### src/rtl/ram_scan_reader_if.sv
// Bus between the RAM scan reader and the RAM / display side.
// master: the scan reader; slave: the command, RAM and display logic around it.
interface ram_scan_reader_if #(
    parameter int ADDR_W = 4,
    parameter int DATA_W = 4
);
    logic              start;
    logic              stop;
    logic [ADDR_W-1:0] adr;
    logic [DATA_W-1:0] rdata;
    logic [ADDR_W-1:0] disp_adr;
    logic [DATA_W-1:0] disp_data;
    logic              valid;
    logic              busy;
    logic              done;

    modport master (
        input  start, stop, rdata,
        output adr, disp_adr, disp_data, valid, busy, done
    );

    modport slave (
        output start, stop, rdata,
        input  adr, disp_adr, disp_data, valid, busy, done
    );
endinterface

### src/rtl/ram_scan_reader.sv
// Walks every RAM address, captures each word into display registers and holds it for DWELL cycles.
// Define RAM_SCAN_LOOP_EN to repeat the scan continuously until stop or rst.
module ram_scan_reader #(
    parameter int          ADDR_W = 4,
    parameter int          DATA_W = 4,
    parameter int          CNT_W  = 32,
    parameter int unsigned DWELL  = 4
) (
    input  logic              clk,
    input  logic              rst,
    ram_scan_reader_if.master bus
);
    typedef enum logic [1:0] {S_IDLE, S_SETTLE, S_DWELL} state_t;

    localparam logic [CNT_W-1:0]  DWELL_LAST = CNT_W'(DWELL - 1);
    localparam logic [ADDR_W-1:0] ADR_LAST   = '1;

    state_t            state_q, state_d;
    logic [ADDR_W-1:0] adr_q, adr_d;
    logic [ADDR_W-1:0] disp_adr_q, disp_adr_d;
    logic [DATA_W-1:0] disp_data_q, disp_data_d;
    logic [CNT_W-1:0]  cnt_q, cnt_d;
    logic              valid_q, valid_d;
    logic              busy_q, busy_d;
    logic              done_q, done_d;
    logic              dwell_end;

    assign dwell_end = (cnt_q == DWELL_LAST);

    always_ff @(posedge clk) begin
        if (rst) begin
            state_q     <= S_IDLE;
            adr_q       <= '0;
            disp_adr_q  <= '0;
            disp_data_q <= '0;
            cnt_q       <= '0;
            valid_q     <= 1'b0;
            busy_q      <= 1'b0;
            done_q      <= 1'b0;
        end else begin
            state_q     <= state_d;
            adr_q       <= adr_d;
            disp_adr_q  <= disp_adr_d;
            disp_data_q <= disp_data_d;
            cnt_q       <= cnt_d;
            valid_q     <= valid_d;
            busy_q      <= busy_d;
            done_q      <= done_d;
        end
    end

    always_comb begin
        state_d = state_q;
        case (state_q)
            S_IDLE: begin
                if (bus.start && !bus.stop) state_d = S_SETTLE;
            end
            S_SETTLE: begin
                state_d = bus.stop ? S_IDLE : S_DWELL;
            end
            S_DWELL: begin
                if (bus.stop) begin
                    state_d = S_IDLE;
                end else if (dwell_end) begin
                    if (adr_q != ADR_LAST) begin
                        state_d = S_SETTLE;
                    end else begin
`ifdef RAM_SCAN_LOOP_EN
                        state_d = S_SETTLE;
`else
                        state_d = S_IDLE;
`endif
                    end
                end
            end
            default: state_d = S_IDLE;
        endcase
    end

    // Abort holds adr and display registers; valid/done are single-cycle by default.
    always_comb begin
        adr_d       = adr_q;
        disp_adr_d  = disp_adr_q;
        disp_data_d = disp_data_q;
        cnt_d       = cnt_q;
        busy_d      = busy_q;
        valid_d     = 1'b0;
        done_d      = 1'b0;
        case (state_q)
            S_IDLE: begin
                if (bus.start && !bus.stop) begin
                    adr_d  = '0;
                    busy_d = 1'b1;
                end
            end
            S_SETTLE: begin
                if (bus.stop) begin
                    busy_d = 1'b0;
                end else begin
                    disp_adr_d  = adr_q;
                    disp_data_d = bus.rdata;
                    valid_d     = 1'b1;
                    cnt_d       = '0;
                end
            end
            S_DWELL: begin
                if (bus.stop) begin
                    busy_d = 1'b0;
                end else begin
                    cnt_d = cnt_q + 1'b1;
                    if (dwell_end) begin
                        if (adr_q != ADR_LAST) begin
                            adr_d = adr_q + 1'b1;
                        end else begin
                            done_d = 1'b1;
`ifdef RAM_SCAN_LOOP_EN
                            adr_d  = '0;
`else
                            busy_d = 1'b0;
`endif
                        end
                    end
                end
            end
            default: begin
                busy_d = 1'b0;
            end
        endcase
    end

    assign bus.adr       = adr_q;
    assign bus.disp_adr  = disp_adr_q;
    assign bus.disp_data = disp_data_q;
    assign bus.valid     = valid_q;
    assign bus.busy      = busy_q;
    assign bus.done      = done_q;
endmodule
### src/flat_wrapper.sv
// flat-port wrapper written by rule: the top's interface ports become plain ports
module ram_scan_reader_flat 
#(
    parameter int          ADDR_W = 4,
    parameter int          DATA_W = 4,
    parameter int          CNT_W  = 32,
    parameter int unsigned DWELL  = 4
)
  (clk, rst, bus_start, bus_stop, bus_rdata, bus_adr, bus_disp_adr, bus_disp_data, bus_valid, bus_busy, bus_done);
  ram_scan_reader_if #(.ADDR_W(ADDR_W), .DATA_W(DATA_W)) bus_i ();
  input  logic clk;
  input  logic rst;
  input wire logic [$bits(bus_i.start)-1:0] bus_start;
  input wire logic [$bits(bus_i.stop)-1:0] bus_stop;
  input wire logic [$bits(bus_i.rdata)-1:0] bus_rdata;
  output wire logic [$bits(bus_i.adr)-1:0] bus_adr;
  output wire logic [$bits(bus_i.disp_adr)-1:0] bus_disp_adr;
  output wire logic [$bits(bus_i.disp_data)-1:0] bus_disp_data;
  output wire logic [$bits(bus_i.valid)-1:0] bus_valid;
  output wire logic [$bits(bus_i.busy)-1:0] bus_busy;
  output wire logic [$bits(bus_i.done)-1:0] bus_done;
  assign bus_i.start = bus_start;
  assign bus_i.stop = bus_stop;
  assign bus_i.rdata = bus_rdata;
  assign bus_adr = bus_i.adr;
  assign bus_disp_adr = bus_i.disp_adr;
  assign bus_disp_data = bus_i.disp_data;
  assign bus_valid = bus_i.valid;
  assign bus_busy = bus_i.busy;
  assign bus_done = bus_i.done;
  ram_scan_reader #(.ADDR_W(ADDR_W), .DATA_W(DATA_W), .CNT_W(CNT_W), .DWELL(DWELL)) u_core (.clk(clk), .rst(rst), .bus(bus_i));
endmodule
### config.mk
export PLATFORM = sky130hd
export DESIGN_NAME = ram_scan_reader_flat
export DESIGN_NICKNAME = d
export VERILOG_FILES = /design/src/rtl/ram_scan_reader_if.sv /design/src/rtl/ram_scan_reader.sv /design/src/flat_wrapper.sv
export SDC_FILE = /design/constraint.sdc
export NUM_CORES = 1
export LEC_CHECK = 0
export CAP_MARGIN = 40
export CORE_MARGIN = 2
export CORE_UTILIZATION = 55
export DETAILED_ROUTE_END_ITERATION = 7
export GPL_TIMING_DRIVEN = 1
export HOLD_SLACK_MARGIN = 0.15
export PLACE_DENSITY = 0.86
export SLEW_MARGIN = 20
export SYNTH_ARGS = -nofsm -noshare
export SYNTH_HDL_FRONTEND = slang
export SYNTH_SLANG_ARGS = --single-unit
export TNS_END_PERCENT = 100
### constraint.sdc
create_clock -name clk -period 2.1 [get_ports clk]
set_clock_uncertainty 0.1 [all_clocks]
set_input_delay 0.21 -clock clk [delete_from_list [all_inputs] [get_ports clk]]
set_output_delay 0.21 -clock clk [all_outputs]
set_load 0.05 [all_outputs]
==> impl_metrics.csv <==
group,metric,value,unit
cts,hold_buffers,0,
cts,clockRootBuffer,"clkbuf_8",
floorplan,die_y,68.22,microns
worst_setup_path,critPathLaunchType,"flip-flop",
finish,instances_no_fill,334,
pwr,peakVddDrop,404.4,uV
routing,drt_iter0_drc,75,
grt,grt_max_degree,30,
finish,nNetsFinal,293,
routing,ant_nets,0,
routing,drt_first_pass_iters,4,
timing,slew_violations,0,
routing,vias_per_cell,5.757,
routing,avgRoutedWirePerCell,13.90,microns
routing,drc,0,
worst_setup_path,crit_path_end_kind,"flip-flop",
placed_design,dp.cells,326,
run_status,run_status,"complete, no violations",
worst_setup_path,setup.worst_path.class,"flip-flop to flip-flop",
worst_setup_path,crit_fanout,5,
worst_setup_path,critPathArrivalTime,2.15,ns
cts,cts_tree,"yes",
job,cap_violations,0,
timing,tightestPinTransition,0.6077,ns
timing,fmax,501.5,MHz
timing,hold_viol,0,
pwr,power,0.001631,W
synth,avgSynthCellArea,8.966,sq um
grt,grt_pass1_vias,1722,
placed_design,dp.final_hpwl,3.255,mm
floorplan,ios,23,
hold_path,hp-start,"u_core.bus.disp_adr[0]",
timing,maxSlewHeadroom,0.5949,
cts,clk_path_buf_depth,2,
cts,cts_num_sinks,49,
worst_setup_path,cp.required,2.25,ns
synth,synth_warnings,0,
timing,post-route-min-period,1.994,ns
cts,cts_buffers,5,
routing,drt_wl_total,4.642,mm
floorplan,dieWidth,68.22,microns
cts,clk_pin_slew,0.09,ns
finish,area_growth,18.64,%
placed_design,placed_area,0.002590,sq mm
finish,layout-drive-gt1-share,0.1092,
pwr,power.density,606.0,mW/mm^2
timing,setup_viol,0,
timing,min_period_over_period,0.9496,
synth,synth.yosys.seq_area_share,0.4324,
timing,fin_ws,0.1059,ns
finish,final_common_cell,"dfxtp_1",
cts,post_cts_buffers,0,
floorplan,core_area,0.003971,sq mm
finish,n_antenna_cell,0,
synth,synthCells,253,
grt,overflow,0,
timing,rsz0062_at_grt,"no",
synth,ys_seq_elements,49,
worst_setup_path,crit_start,"u_core.cnt_q[24]",
routing,num_vias,1923,
grt,grt_use_total,0.2206,
hold_path,hold_path.class,"flip-flop to flip-flop",
finish,final_area,0.002691,sq mm
cts,clock_latency,0.30,ns
synth,synth_edf_count,0,
cts,h-tree-depth,2,
timing,tns,0,ns
floorplan,rows,23,
placed_design,numPortBuffers,22,
floorplan,start_util,0.5712,
placed_design,pre_cts_ws,0.04981,ns
synth,ys.flop_type,"dfxtp_1",
floorplan,die_area,0.004654,sq mm
pwr,p_leak,0.9921,nW
grt,grt_pass1_wl,7.817,mm
grt,antenna_found_initial,0,
worst_setup_path,rr_startpoint,"u_core.cnt_q[24]",
synth,syn_nets,263,
cts,cts.repair.resized,0,
synth,synth_area,0.002268,sq mm
placed_design,gp_congestion,0.8635,
synth,ys_types,42,
finish,final_cell_mix,"dfxtp_1, nor2_1, xor2_1",
synth,async_flop_share,0,
-- flip-flops by register name, indices dropped and copies added (netlist names) --
name / flops
u_core.state_q: 2
u_core.bus.disp_data: 4
u_core.bus.done: 1
u_core.bus.valid: 1
u_core.cnt_q: 32
u_core.bus.disp_adr: 4
u_core.bus.adr: 4
u_core.bus.busy: 1
-- cell families (layout without fill, tap and decap cells) --
group	count (synthesis)	after routing	synth area share
adder cells (fa/ha/maj)	2	2	0.01103
AO/OA/AOI/OAI	29	29	0.09101
XOR/XNOR	30	30	0.1191
buffers and inverters	13	44	0.03144
flip-flops	49	49	0.4324
AND/OR/NAND/NOR	129	129	0.3105
multiplexers	1	1	0.004413
-- worst max-delay path: stages, from the launching register on --
cell     delay, ns
dfxtp_1       0.36
nor4_1        0.44
nand4_1       0.28
or3_4         0.49
nor3b_2       0.18
a21o_1        0.09
-- metal layers --
| layer | routed length, microns | part of all wire | up-vias | track usage |
|---|---|---|---|---|
| li1 | - | - | 954 | - |
| met1 | 2163 | 0.47 | 922 | 0.2971 |
| met2 | 2256 | 0.49 | 42 | 0.3556 |
| met3 | 178 | 0.038 | 5 | 0.04934 |
| met4 | 43 | 0.0093 | 0 | 0.06000 |
| met5 | 0 | 0 | - | 0 |
-- through the flow --
step	util	hold slack [ns]
3_3_place_gp	0.6522	0.3620
5_1_grt	0.6777	0.4018
6_report	0.6777	0.3808
3_5_place_dp	0.6522	0.3681
2_1_floorplan	-	0.2357
4_1_cts	0.6777	0.3882
-- area by class of cell --
class,instances,area (sq um)
fillers,313,1280
well taps,50,62.56
repair buffers,34,322.8
multi-input cells,191,1216
flip-flops and latches,49,980.9
clock inverters,1,5.005
clock buffers,7,96.34
inverters,2,7.507
-- cell usage after synthesis, drive strengths merged, types with 3 or more instances --
cell type	instances	share of area
a21o	3	0.0099
and3	4	0.011
nand2b	5	0.014
o21ai	3	0.0066
buf	6	0.019
nor2	46	0.077
nor2b	4	0.011
nor4	9	0.037
xor2	24	0.093
nand3b	4	0.013
dfxtp	49	0.43
nor3	6	0.015
nand2	13	0.022
xnor2	6	0.026
a21oi	7	0.015
nand3	14	0.031
a22o	9	0.035
nand4	16	0.044
clkbuf	5	0.0088
-- report_power, final --
group	switching, W	internal (W)
clock network	0.000298	0.000298
logic	0.0000558	0.0000424
registers	0.00000335	0.000933
total	0.000357	0.00127
-- worst paths after layout --
kind | endpoint | slack [ns] | cells past startpoint
setup / recovery | u_core.bus.adr[2] | 0.11 | 5
hold / removal | u_core.bus.disp_adr[0] | 0.38 | 1
setup reg to reg | u_core.bus.adr[2] | 0.11 | 5
hold reg to reg | u_core.bus.disp_adr[0] | 0.38 | 1
Power figures use the tool's default switching activity.
